<file path="src/rtl/prog_loader_pkg.sv">
// prog_loader_pkg: instruction word/address widths shared with the datapath imem,
// plus the loader state encoding.
package prog_loader_pkg;

    localparam int PL_DATA_W = 21;
    localparam int PL_ADDR_W = 6;
    localparam int PL_DEPTH  = 64;

    typedef enum logic [2:0] {
        IDLE = 3'd0,
        LOAD = 3'd1,
        CHK  = 3'd2,
        RUN  = 3'd3,
        ERR  = 3'd4
    } state_e;

endpackage

</file>
<file path="src/rtl/prog_loader.sv">
// prog_loader: streams a host image into imem from address 0 and holds the CPU in reset
// until a clean load completes; PROG_LOADER_CHECKSUM_EN adds a trailing checksum word.
module prog_loader
    import prog_loader_pkg::*;
#(
    parameter int DATA_W = PL_DATA_W,
    parameter int ADDR_W = PL_ADDR_W,
    parameter int DEPTH  = PL_DEPTH
) (
    input  logic              clk_i,
    input  logic              reset_i,
    input  logic              start_i,
    input  logic              in_valid_i,
    output logic              in_ready_o,
    input  logic [DATA_W-1:0] in_data_i,
    input  logic              in_last_i,
    output logic              imem_we_o,
    output logic [ADDR_W-1:0] imem_addr_o,
    output logic [DATA_W-1:0] imem_wdata_o,
    output logic              cpu_reset_o,
    output logic              done_o,
    output logic              error_o,
    output logic [ADDR_W:0]   word_count_o
);

    localparam logic [ADDR_W:0] FULL   = (ADDR_W+1)'(DEPTH);
    localparam logic [ADDR_W:0] WC_ONE = (ADDR_W+1)'(1);

    state_e              state_q, state_d;
    logic                in_ready_q, in_ready_d;
    logic                we_q, we_d;
    logic [ADDR_W-1:0]   addr_q, addr_d;
    logic [DATA_W-1:0]   wdata_q, wdata_d;
    logic                cpu_reset_q, cpu_reset_d;
    logic                done_q, done_d;
    logic                error_q, error_d;
    logic [ADDR_W:0]     wc_q, wc_d;
    logic                hs;
`ifdef PROG_LOADER_CHECKSUM_EN
    logic [DATA_W-1:0]   sum_q, sum_d;
`endif

    assign hs = in_valid_i && in_ready_q;

    always_comb begin
        state_d = state_q;
        we_d    = 1'b0;
        addr_d  = addr_q;
        wdata_d = wdata_q;
        wc_d    = wc_q;
`ifdef PROG_LOADER_CHECKSUM_EN
        sum_d   = sum_q;
`endif
        case (state_q)
            IDLE, RUN, ERR: begin
                if (start_i) begin
                    state_d = LOAD;
                    wc_d    = '0;
`ifdef PROG_LOADER_CHECKSUM_EN
                    sum_d   = '0;
`endif
                end
            end
            LOAD: begin
                if (hs) begin
                    if (wc_q == FULL) begin
                        state_d = ERR;
                    end else begin
                        we_d    = 1'b1;
                        addr_d  = wc_q[ADDR_W-1:0];
                        wdata_d = in_data_i;
                        wc_d    = wc_q + WC_ONE;
`ifdef PROG_LOADER_CHECKSUM_EN
                        sum_d   = sum_q + in_data_i;
                        state_d = in_last_i ? CHK : LOAD;
`else
                        state_d = in_last_i ? RUN : LOAD;
`endif
                    end
                end
            end
`ifdef PROG_LOADER_CHECKSUM_EN
            CHK: begin
                if (hs) state_d = (in_data_i == sum_q) ? RUN : ERR;
            end
`endif
            default: state_d = IDLE;
        endcase
        in_ready_d  = (state_d == LOAD) || (state_d == CHK);
        // Release only once RUN has been held a full cycle, so the last imem write lands first.
        cpu_reset_d = !((state_q == RUN) && (state_d == RUN));
        done_d      = !cpu_reset_d;
        error_d     = state_d == ERR;
    end

    always_ff @(posedge clk_i or posedge reset_i) begin
        if (reset_i) begin
            state_q     <= IDLE;
            in_ready_q  <= 1'b0;
            we_q        <= 1'b0;
            addr_q      <= '0;
            wdata_q     <= '0;
            cpu_reset_q <= 1'b1;
            done_q      <= 1'b0;
            error_q     <= 1'b0;
            wc_q        <= '0;
        end else begin
            state_q     <= state_d;
            in_ready_q  <= in_ready_d;
            we_q        <= we_d;
            addr_q      <= addr_d;
            wdata_q     <= wdata_d;
            cpu_reset_q <= cpu_reset_d;
            done_q      <= done_d;
            error_q     <= error_d;
            wc_q        <= wc_d;
        end
    end

`ifdef PROG_LOADER_CHECKSUM_EN
    always_ff @(posedge clk_i or posedge reset_i) begin
        if (reset_i) sum_q <= '0;
        else         sum_q <= sum_d;
    end
`endif

    assign in_ready_o   = in_ready_q;
    assign imem_we_o    = we_q;
    assign imem_addr_o  = addr_q;
    assign imem_wdata_o = wdata_q;
    assign cpu_reset_o  = cpu_reset_q;
    assign done_o       = done_q;
    assign error_o      = error_q;
    assign word_count_o = wc_q;

endmodule

</file>
<file path="config.mk">
export PLATFORM = sky130hd
export DESIGN_NAME = prog_loader
export DESIGN_NICKNAME = d
export VERILOG_FILES = /design/src/rtl/prog_loader_pkg.sv /design/src/rtl/prog_loader.sv
export SDC_FILE = /design/constraint.sdc
export NUM_CORES = 1
export LEC_CHECK = 0
export CORE_ASPECT_RATIO = 0.8
export CORE_MARGIN = 3
export CORE_UTILIZATION = 30
export CTS_CLUSTER_DIAMETER = 30
export CTS_CLUSTER_SIZE = 10
export DETAILED_ROUTE_END_ITERATION = 7
export PLACE_DENSITY_LB_ADDON = 0.15
export SLEW_MARGIN = 30
export SYNTH_ARGS = -nofsm -noshare
export SYNTH_HDL_FRONTEND = slang
export SYNTH_SLANG_ARGS = --single-unit
</file>
<file path="constraint.sdc">
create_clock -name clk_i -period 2 [get_ports clk_i]
set_clock_uncertainty 0.2 [all_clocks]
set_input_delay 0.2 -clock clk_i [delete_from_list [all_inputs] [get_ports clk_i]]
set_output_delay 0.2 -clock clk_i [all_outputs]
set_load 0.03 [all_outputs]
</file>
# Yosys cells after proc, flatten, opt, wreduce, memory -nomap -nowiden
# Index checks and enable logic that the tools add are counted.
# W data, S select, Z words.
[totals]
n_memories = 0
mem_bits_ro = 0
input_bits = 26
out_inout_bits = 39
register_bits = 42
word_cells = 43
latch_bits = 0
mem_bits_rw = 0
[classes]
n_div = 0
reduce_logical = 9
n_lt_le_gt_ge = 0
n_mux = 12
multipliers = 0
eq_ne = 11
add_sub_neg = 1
n_bitwise = 1
shift = 0
[ops]
columns = ["operator", "n"]
rows = [
  ["$mux W7", 3],
  ["$pmux W7 S2", 1],
  ["$eq A3 B2 Y1 const B", 3],
  ["$mux W3", 3],
  ["$add A7 B1 Y7 const B", 1],
  ["$eq A7 B7 Y1 const B", 1],
  ["$eq A3 B1 Y1 const B", 2],
  ["$eq A3 B3 Y1 const B", 2],
  ["$ne A2 B2 Y1 const B", 3],
  ["$pmux W3 S2", 1],
  ["$reduce_and A4 Y1", 1],
  ["$logic_not A3 Y1", 1],
  ["$mux W1", 3],
  ["$reduce_and A3 Y1", 1],
  ["$reduce_or A3 Y1", 1],
  ["$logic_and A1 B1 Y1", 2],
  ["$mux W2", 1],
  ["$reduce_bool A2 Y1", 1],
  ["$logic_not A1 Y1", 1],
  ["$logic_or A1 B1 Y1", 1],
  ["$not A1 Y1", 1],
]

# Depth between registers and ports, before layout
# Gate-level depths: netlist of run 1.
[depth]
depth_word = 7
ltp_mapped = 7

# Worst setup path after synthesis of run 1
# Ideal clock, no wire load.
[synth_timing]
kind = "register -> register"
startpoint = "reg wc_q[0] (netlist: word_count_o[0])"
endpoint = "reg wdata_q[10] (netlist: imem_wdata_o[10])"
path_stages_with_launch = 7
path_buffers = 1
t_arrival_ps = 1892
setup_ps = 125
required_ps = 1675
setup_slack_ps = -217
path_cell_list = "dfrtp_1 -> inv_1 -> ha_1 -> nor2b_1 -> a211oi_4 -> buf_6 -> mux2_2"
[synth_via]
elab_chain_cells = 3
[synth_rtl]
columns = ["element", "line_no", "text"]
rows = [
  ["start: declaration", "prog_loader.sv:37", "logic [ADDR_W:0] wc_q, wc_d;"],
  ["start signal: assignment", "prog_loader.sv:116", "wc_q <= wc_d;"],
  ["$eq A7 B7 Y1", "prog_loader.sv:66", "if (wc_q == FULL) begin"],
  ["$not A1 Y1 (no source line)", "-", ""],
  ["$reduce_and A3 Y1 (no source line)", "-", ""],
  ["end signal: assignment", "prog_loader.sv:112", "wdata_q <= wdata_d;"],
  ["end: declaration", "prog_loader.sv:33", "logic [DATA_W-1:0] wdata_q, wdata_d;"],
]
# No other way between the ends.
# A chain may end at the register's enable or synchronous reset.

# Final worst setup path of run 1
[layout_timing]
startpoint = "reg state_q[2]"
endpoint = "reg addr_q[5] (netlist: imem_addr_o[5])"
[layout_via]
elab_chain_cells = 2
[layout_rtl]
columns = ["element", "line_no", "text"]
rows = [
  ["start: declaration", "prog_loader.sv:29", "state_e state_q, state_d;"],
  ["start signal: assignment", "prog_loader.sv:108", "state_q <= state_d;"],
  ["$eq A3 B1 Y1", "prog_loader.sv:54", "case (state_q)"],
  ["$reduce_and A3 Y1 (no source line)", "-", ""],
  ["end signal: assignment", "prog_loader.sv:111", "addr_q <= addr_d;"],
  ["end: declaration", "prog_loader.sv:32", "logic [ADDR_W-1:0] addr_q, addr_d;"],
]
# No other way between the ends.

==> reports/results.txt, run 1 <==
Synth Area per Inst -> 13.3 µm²
filler cell count -> 485
GP Congestion -> 0.796
H-tree Lvls -> 2
FF+latch area -> 1050 µm²
initial antenna violation count -> 0
first-pass GRT wire length -> 6.73 mm
Fmax -> 0.506 GHz
num ports -> 65
Pins Over Slew Limit -> 0
RSZ-0062 raised after global routing -> yes
Yosys reg bits -> 42
slew at the pin closest to its max-slew limit -> 0.345 ns
synth warn -> 0
Mapped Nets -> 159
n_diodes -> 0
P per Cell Area -> 1520 nW/µm²
share of the synthesized area in the top cell type -> 58.7%
dpl hpwl -> 3.10 mm
Max clock buf depth -> 2
leading cell types by total area after synthesis -> dfrtp_1, mux2_2, o21ai_0
Met3 Routed Length -> 266 µm
CTS Hold Buffers Added -> 0
Pre-antenna DRT Iters -> 6
sw power -> 0.00163 W
Num CTS Buffers -> 5
wire length per cell -> 14.9 µm
setup ws final -> 0.0220 ns
synth unique cells -> 27
Worst Path Arrival -> 1.95 ns
Crit. Startpoint -> state_q[2]$_DFF_PP0_
root buf cell -> clkbuf_8
outcome -> finished, final reports clean
Top Layer Used -> met4
worst-skew pair later-pin latency -> 0.28 ns
fin crit share -> 98.9%
Flop pwr share -> 31.9%
Final #Nets -> 247
1st-iter DRT viols -> 37
CP required -> 1.98 ns
FFs w/ async S/R, synth -> 100%
vias -> 1334
number of synthesized flops with an enable pin -> 0
Post-Syn Area -> 1750 µm²
# Max-Cap Violations -> 0
largest net degree at the start of global routing -> 34
clock transition at the registers of the reported paths -> 0.08 ns
wire length on met1 -> 1.97 mm
Synth top cells by count -> dfrtp_1, mux2_2, nand2_1, o21ai_0, nor2_1
Rel. slew slack -> 76.9%
Yosys top cell by area -> dfrtp_1
ys flop type -> dfrtp_1
PortBufs -> 64
P_leak -> 1.19 nW
die area -> 6780 µm²
final hold vios -> 0
number of global-route vias before repair -> 1357
fin crit period -> 1.98 ns
Multi-input gate area -> 663 µm²
# DRC -> 0
final WL -> 4.44 mm
CORE AREA -> 5560 µm²
design internal power -> 0.00263 W
remaining antenna violation count -> 0
drt via density -> 4.48
Combinational Power Share -> 52.8%
Peak VDD IR -> 0.814 mV
CTS sink count -> 42
layout cells sized above 1 -> 27.7%
beginning of the worst register-to-register path -> state_q[2]$_DFF_PP0_
DIE HEIGHT -> 74.3 µm
total track usage -> 12.9%
final number of setup-violating endpoints -> 0
top-count cell post-synth -> dfrtp_1
clock group share of total power -> 15.3%
nature of the critical path endpoint -> flop
post-layout util -> 50.5%
CTS tree -> built
Setup WS pre-CTS -> -0.00180 ns
Area Growth Syn to Fin -> 60.3%
Synth Instances -> 131
row count -> 24
R2R Setup Slk -> 0.02 ns
gr ovfl total -> 0
metal2 WL -> 2.18 mm
Crit Path Class -> flop to flop
Starting Density -> 31.5%
Max FO, Critical Path -> 8
Die Span X -> 91.3 µm
Sw Share -> 38.2%
critical path startpoint category -> flop
post-synthesis sequential area ratio -> 60.2%
Hold Path Class -> input pin to asynchronous set/reset pin
cells in the final DEF (no fill, tap or decap):
cell	n
a211oi_1	2
a211oi_4	1
a21o_1	1
a21oi_1	5
a31oi_1	2
and2_1	2
and3_1	2
and4b_1	1
buf_12	2
buf_4	16
buf_6	1
bufinv_16	1
clkbuf_1	2
clkbuf_16	2
clkbuf_8	5
clkdlybuf4s50_1	64
clkinv_1	1
dfrtp_1	39
dfrtp_2	2
dfstp_2	1
ha_1	2
inv_1	3
inv_2	1
mux2_1	1
mux2_2	22
mux2_4	4
nand2_1	8
nand3_1	3
nand4b_1	1
nor2_1	6
nor2b_1	1
nor2b_4	1
nor3b_1	2
nor4b_2	1
o21ai_0	8
o32ai_1	1
o41ai_1	2
or3b_4	1
worst max-delay path, cell delays in order (launching register included):
cell and delay (ns):
dfrtp_1 0.40, or3b_4 0.42, a211oi_4 0.20, buf_12 0.16, clkbuf_16 0.16, mux2_2 0.33
registers in the layout (all words and copies together) (netlist names):
register      flops
imem_wdata_o     21
word_count_o      7
imem_addr_o       6
state_q           3
cpu_reset_o       1
done_o            1
error_o           1
imem_we_o         1
in_ready_o        1
stage by stage:
| stage | TNS, ns | instance area (µm²) | hold slack, ns | std cells | total power [W] |
|---|---|---|---|---|---|
| floorplan | -1.09 | 1780 | 0.0944 | 131 | 0.00261 |
| global placement | 0 | 2610 | 0.279 | 285 | 0.00347 |
| detailed placement | -0.00196 | 2610 | 0.285 | 285 | 0.00352 |
| CTS | 0 | 2710 | 0.0419 | 293 | 0.00419 |
| global route | -0.120 | 2800 | 0.0779 | 298 | 0.00450 |
| finish | 0 | 2800 | 0.0374 | 298 | 0.00426 |
power groups by stage:
stage / clock network (W) / registers [W] / logic [W]
2_1_floorplan: 0 / 0.00201 / 0.000601
3_3_place_gp: 0 / 0.00136 / 0.00211
3_5_place_dp: 0 / 0.00137 / 0.00215
4_1_cts: 0.000673 / 0.00136 / 0.00216
5_1_grt: 0.000717 / 0.00140 / 0.00238
6_report: 0.000651 / 0.00136 / 0.00225
layout make-up:
class / instances / area share [%]
Clock buffer: 7 / 2.72
Clock inverter: 1 / 1.07
Inverter: 5 / 0.670
Multi-Input combinational cell: 80 / 23.7
Sequential cell: 42 / 37.6
Tap cell: 78 / 3.48
Timing Repair Buffer: 85 / 30.8
final timing paths:
check                                               end  cells after the start
max                          imem_addr_o[5]$_DFFE_PP0P_                      5
min                         imem_wdata_o[1]$_DFFE_PP0P_                      3
max reg2reg                  imem_addr_o[5]$_DFFE_PP0P_                      5
min reg2reg                imem_wdata_o[12]$_DFFE_PP0P_                      1
max in group asynchronous         cpu_reset_o$_DFF_PP1_                      3
min in group clk_i                 in_ready_o$_DFF_PP0_                      2
layer usage:
metal	vias to the layer above	GRT usage (%)
li1	640	-
met1	654	15.5
met2	38	21.2
met3	2	5.66
met4	0	4.01
met5	-	0
timing repair:
item | CTS | global route
setup buffers | 0 | 2
resized for setup | 0 | 1
setup endpoints to repair | 0 | 23
kinds of logic after synthesis:
| kind of cell | synth area share, % |
|---|---|
| AND/OR/NAND/NOR | 9.30 |
| buffers and inverters | 3.29 |
| flip-flops | 60.2 |
| AO/OA/AOI/OAI | 8.38 |
| adder cells (fa/ha/maj) | 1.43 |
| multiplexers | 17.4 |
Note: power is estimated with default switching activity, not from simulation.
==> run 2: changes to the inputs <==
--- a/config.mk
+++ b/config.mk
@@ -13,2 +13,3 @@
 export DETAILED_ROUTE_END_ITERATION = 7
+export MAX_ROUTING_LAYER = met4
 export PLACE_DENSITY_LB_ADDON = 0.15
==> constraint.sdc (replaced) <==
create_clock -name clk_i -period 2 [get_ports clk_i]
set_clock_uncertainty 0.2 [all_clocks]
set_input_delay 0.4 -clock clk_i [delete_from_list [all_inputs] [get_ports clk_i]]
set_output_delay 0.4 -clock clk_i [all_outputs]
set_load 0.03 [all_outputs]
==> run 2 against run 1 <==
  * Highest routed layer unchanged
  * Sequential power is essentially flat
  * Hold slack gained 0.20 ns
  * Cell area shrank 1.9%
  * Sequential share of layout area grew 0.74 points
  * Critical path depth shrank 4
  * Die area is the same
  * Clock power grew 7.2%
  * Via count grew 0.30%
  * Cell count shrank 1.0%
  * Register-to-register slack gained 0.04 ns
==> reports/results.txt, run 2 (synthesized netlist as in run 1, its figures left out) <==
fin crit share -> 97.7% (-1.2 points)
most common cell after layout, fill and taps aside -> clkdlybuf4s50_1
Rel. slew slack -> 62.5% (-14 points)
worst path cell trace -> clkdlybuf4s50_1
wire length per cell -> 14.2 µm (-4.5%)
first-pass GRT wire length -> 6.82 mm (+1.3%)
dpl hpwl -> 3.09 mm (-0.23%)
Multi-input gate area -> 663 µm² (unchanged)
beginning of the worst register-to-register path -> state_q[2]$_DFF_PP0_
CTS sink count -> 42 (unchanged)
number of global-route vias before repair -> 1395 (+2.8%)
# placed instances -> 287 (+0.70%)
R2R Setup Slk -> 0.06 ns (+0.04 ns)
Final #Nets -> 244 (-1.2%)
CTS tree -> built
# DRC -> 0 (unchanged)
Starting Density -> 31.5% (unchanged)
drt via density -> 4.54 (+1.3%)
die area -> 6780 µm² (unchanged)
Pre-antenna DRT Iters -> 4 (-2)
most frequent cells in the layout -> clkdlybuf4s50_1, dfrtp_1, mux2_2
worst r2r dst -> imem_wdata_o[20]$_DFFE_PP0P_
Max stage delay on crit path -> 0.68 ns (+0.26 ns)
Peak VDD IR -> 0.795 mV (-2.4%)
GP Congestion -> 0.781 (-1.8%)
num ports -> 65 (unchanged)
final WL -> 4.20 mm (-5.5%)
total track usage -> 13.6% (+0.66 points)
setup ws final -> 0.0458 ns (+0.0238 ns)
flip-flop count of the largest register after layout -> 21 (unchanged)
Pwr Total -> 0.00416 W (-2.3%)
remaining antenna violation count -> 0 (unchanged)
Max FO, Critical Path -> 2 (-6)
layout cells sized above 1 -> 27.2% (-0.54 points)
vias -> 1338 (+0.30%)
kind of cell adding the most delay to the critical path -> buffers and inverters
clock transition at the registers of the reported paths -> 0.08 ns (about the same)
Fmax -> 0.512 GHz (+1.2%)
Crit Path Class -> flop to output port
worst-skew pair later-pin latency -> 0.30 ns (+0.02 ns)
1st-iter DRT viols -> 56 (+51%)
final hold vios -> 0 (unchanged)
CORE AREA -> 5560 µm² (unchanged)
CP required -> 1.40 ns (-0.58 ns)
PortBufs -> 64 (unchanged)
DIE HEIGHT -> 74.3 µm (unchanged)
RSZ-0062 raised after global routing -> no
fin cells -> 295 (-1.0%)
critical path startpoint category -> flop
outcome -> finished, final reports clean
Area Growth Syn to Fin -> 57.3%
Max clock buf depth -> 2 (unchanged)
row count -> 24 (unchanged)
Setup Fix Bufs, Post-CTS -> 0 (unchanged)
filler cell count -> 491 (+1.2%)
P_leak -> 1.27 nW (+6.8%)
Setup WS pre-CTS -> -0.186 ns (-0.185 ns)
Reg2Reg Depth -> 4 (-1)
largest net degree at the start of global routing -> 31 (-8.8%)
n_diodes -> 0 (unchanged)
final number of setup-violating endpoints -> 0 (unchanged)
initial antenna violation count -> 0 (unchanged)
fin crit period -> 1.95 ns (-0.0238 ns)
gr ovfl total -> 0 (unchanged)
H-tree Lvls -> 2 (unchanged)
WP buf/inv -> 1 (-1)
P per Cell Area -> 1510 nW/µm² (-0.34%)
CP max stage cell -> clkdlybuf4s50_1
root buf cell -> clkbuf_8
Hold Path Class -> input pin to asynchronous set/reset pin
# Max-Cap Violations -> 0 (unchanged)
Worst Path Arrival -> 1.35 ns (-0.60 ns)
nature of the critical path endpoint -> output port
Die Span X -> 91.3 µm (unchanged)
FF+latch area -> 1050 µm² (unchanged)
Num CTS Buffers -> 5 (unchanged)
Pins Over Slew Limit -> 0 (unchanged)
slew at the pin closest to its max-slew limit -> 0.559 ns (+0.214 ns)
run 2: cell types whose count changed in the layout (fill, tap and decap cells not counted), sizes merged:
cell,change
clkbuf,-2
dlymetal6s2s,+7
clkdlybuf4s50,-13
dlygate4sd2,+6
buf,-1
run 2: layout make-up:
cell class	instances	area share [%]
Timing Repair Buffer	82	29.0
Multi-Input combinational cell	80	24.1
Inverter	5	0.683
Sequential cell	42	38.4
Clock inverter	1	1.09
Clock buffer	7	3.14
Tap cell	78	3.55
run 2: metrics by stage:
| step | area (µm²) | hold slack (ns) | utilization, % | TNS (ns) |
|---|---|---|---|---|
| after floorplan | 1780 | 0.294 | - | -1.09 |
| after global placement | 2620 | 0.279 | 47.2 | -4.28 |
| after detailed placement | 2620 | 0.279 | 47.2 | -5.62 |
| after CTS | 2730 | 0.237 | 49.1 | 0 |
| after global routing | 2750 | 0.268 | 49.5 | 0 |
| final | 2750 | 0.241 | 49.5 | 0 |
run 2: worst max path at each step:
stage | start | endpoint | slack [ns] | depth (start not counted)
after CTS | word_count_o[6]$_DFFE_PP0P_ | word_count_o[6] | 0.008 | 1
after detailed placement | in_valid_i | imem_wdata_o[10]$_DFFE_PP0P_ | -0.19 | 5
after global placement | in_valid_i | imem_addr_o[1]$_DFFE_PP0P_ | -0.14 | 5
final | imem_wdata_o[4]$_DFFE_PP0P_ | imem_wdata_o[4] | 0.05 | 1
after floorplan | state_q[1]$_DFF_PP0_ | imem_wdata_o[10]$_DFFE_PP0P_ | -0.05 | 5
after global routing | imem_addr_o[0]$_DFFE_PP0P_ | imem_addr_o[0] | 0.002 | 1
run 2: report_power, final:
part / total [W] / switching [W] / internal (W)
logic: 0.00210 / 0.00112 / 0.000978
clock network: 0.000698 / 0.000291 / 0.000407
registers: 0.00136 / 0.000191 / 0.00117
total: 0.00416 / 0.00161 / 0.00256
run 2: routing by layer:
layer,share of wire (%),track usage [%]
met1,42,16.2
met2,50,21.2
met3,7.1,5.56
met4,1.2,4.18
met5,0,-
run 2: repair_timing:
action / in CTS / in global routing
setup endpoints to repair: 6 / 14
hold buffers: 0 / 0
gates resized for setup: 6 / 8
==> run 3: changes to the inputs <==
SKIP_LAST_GASP = 1   (was not set)
==> run 3 against run 2 <==
  * Clock-buffer cell count did not move
  * Sequential power is essentially flat
  * Maximum frequency shrank 0.81%
  * Combinational power about the same
  * Power is 0.17% lower
  * Critical endpoint is now imem_wdata_o[20]$_DFFE_PP0P_
==> reports/results.txt, run 3 (synthesized netlist as in run 1, its figures left out) <==
Max clock buf depth -> 2 (unchanged)
Hold Slack -> 0.241 ns (-0.0000610 ns)
flip-flop count of the largest register after layout -> 21 (unchanged)
Post-Route Setup TNS -> 0 ns (unchanged)
RSZ-0062 raised after global routing -> yes
# DRC -> 0 (unchanged)
die area -> 6780 µm² (unchanged)
GP Congestion -> 0.781 (unchanged)
fin crit share -> 98.5% (+0.80 points)
first-pass GRT wire length -> 6.82 mm (unchanged)
P per Cell Area -> 1510 nW/µm² (about the same)
clock transition at the registers of the reported paths -> 0.08 ns (about the same)
nature of the critical path endpoint -> flop
fin crit period -> 1.97 ns (+0.0160 ns)
setup ws final -> 0.0298 ns (-0.0160 ns)
vias -> 1344 (+0.45%)
n_diodes -> 0 (unchanged)
CTS tree -> built
Peak VDD IR -> 0.795 mV (about the same)
Worst Path Arrival -> 1.95 ns (+0.60 ns)
row count -> 24 (unchanged)
number of global-route vias before repair -> 1395 (unchanged)
CTS sink count -> 42 (unchanged)
CORE AREA -> 5560 µm² (unchanged)
WP buf/inv -> 1 (unchanged)
post-layout util -> 49.4% (about the same)
dpl hpwl -> 3.09 mm (unchanged)
slew at the pin closest to its max-slew limit -> 0.559 ns (+0.000271 ns)
Max FO, Critical Path -> 30 (+28)
Max stage delay on crit path -> 0.44 ns (-0.24 ns)
CTS Hold Buffers Added -> 0 (unchanged)
H-tree Lvls -> 2 (unchanged)
CP required -> 1.98 ns (+0.58 ns)
num ports -> 65 (unchanged)
Die Span X -> 91.3 µm (unchanged)
P_leak -> 1.27 nW (+0.18%)
Hold Path Class -> input pin to asynchronous set/reset pin
largest net degree at the start of global routing -> 31 (unchanged)
most frequent cells in the layout -> clkdlybuf4s50_1, dfrtp_1, mux2_2
gr ovfl total -> 0 (unchanged)
Area Growth Syn to Fin -> 57.1% (about the same)
DIE HEIGHT -> 74.3 µm (unchanged)
layout cells sized above 1 -> 26.7% (-0.46 points)
kind of cell adding the most delay to the critical path -> simple AND/OR/NAND/NOR gates
Setup WS pre-CTS -> -0.186 ns (unchanged)
outcome -> finished, final reports clean
Rel. slew slack -> 62.5% (about the same)
critical path startpoint category -> flop
Crit Path Class -> flop to flop
Num CTS Buffers -> 5 (unchanged)
drt via density -> 4.56 (+0.45%)
Pins Over Slew Limit -> 0 (unchanged)
remaining antenna violation count -> 0 (unchanged)
worst-skew pair later-pin latency -> 0.30 ns (about the same)
1st-iter DRT viols -> 56 (unchanged)
root buf cell -> clkbuf_8
final WL -> 4.19 mm (-0.21%)
initial antenna violation count -> 0 (unchanged)
most common cell after layout, fill and taps aside -> clkdlybuf4s50_1
Final #Nets -> 244 (unchanged)
total track usage -> 13.6% (unchanged)
CP max stage cell -> or3b_1
final number of setup-violating endpoints -> 0 (unchanged)
# Max-Cap Violations -> 0 (unchanged)
worst path cell trace -> or3b_1 > a211oi_4 > buf_12 > mux2_2
wire length per cell -> 14.2 µm (-0.21%)
Starting Density -> 31.5% (unchanged)
Fmax -> 0.508 GHz (-0.81%)
PortBufs -> 64 (unchanged)
final hold vios -> 0 (unchanged)
Pre-antenna DRT Iters -> 4 (unchanged)
-- run 3: final timing paths --
check	start	endpoint	slack (ns)	cells after the start
max in group asynchronous	reset_i	cpu_reset_o$_DFF_PP1_	1.06	3
max	state_q[2]$_DFF_PP0_	imem_wdata_o[20]$_DFFE_PP0P_	0.03	4
min	reset_i	imem_wdata_o[8]$_DFFE_PP0P_	0.24	3
min reg2reg	imem_wdata_o[6]$_DFFE_PP0P_	imem_wdata_o[6]$_DFFE_PP0P_	0.30	1
max reg2reg	state_q[2]$_DFF_PP0_	imem_wdata_o[20]$_DFFE_PP0P_	0.03	4
min in group clk_i	imem_wdata_o[6]$_DFFE_PP0P_	imem_wdata_o[6]$_DFFE_PP0P_	0.30	1
-- run 3: layout make-up --
type | count | area [µm²]
fillers | 492 | 2810
inverters | 5 | 18.8
well taps | 78 | 97.6
flip-flops and latches | 42 | 1050
multi-input cells | 80 | 661
clock buffers | 7 | 86.3
repair buffers | 82 | 798
clock inverters | 1 | 30.0
-- run 3: through the flow --
stage | cells | power [W] | area, µm²
after detailed placement | 287 | 0.00353 | 2620
after global routing | 295 | 0.00439 | 2750
after CTS | 295 | 0.00423 | 2730
after global placement | 287 | 0.00348 | 2620
final | 295 | 0.00416 | 2750
after floorplan | 131 | 0.00261 | 1780
-- run 3: report_power, final --
| part | switching, W | leakage [nW] | internal (W) |
|---|---|---|---|
| registers | 0.000191 | 0.513 | 0.00117 |
| clock network | 0.000291 | 0.0585 | 0.000407 |
| logic | 0.00112 | 0.702 | 0.000972 |
-- run 3: worst min-delay path, cell delays in order --
cell,delay (ns)
clkdlybuf4s50_1,0.40
clkinv_1,0.06
buf_4,0.25
-- run 3: repair_timing --
action / CTS / global route
setup buffers: 0 / 0
resized for setup: 6 / 7
endpoints found under the setup margin: 6 / 14
-- run 3: layer usage --
layer / track usage (%) / share of wire (%) / up-vias / wire length (µm)
li1: - / - / 631 / -
met1: 16.2 / 42 / 656 / 1750
met2: 21.2 / 50 / 52 / 2090
met3: 5.56 / 7.1 / 5 / 297
met4: 4.18 / 1.2 / 0 / 52
met5: - / 0 / - / 0
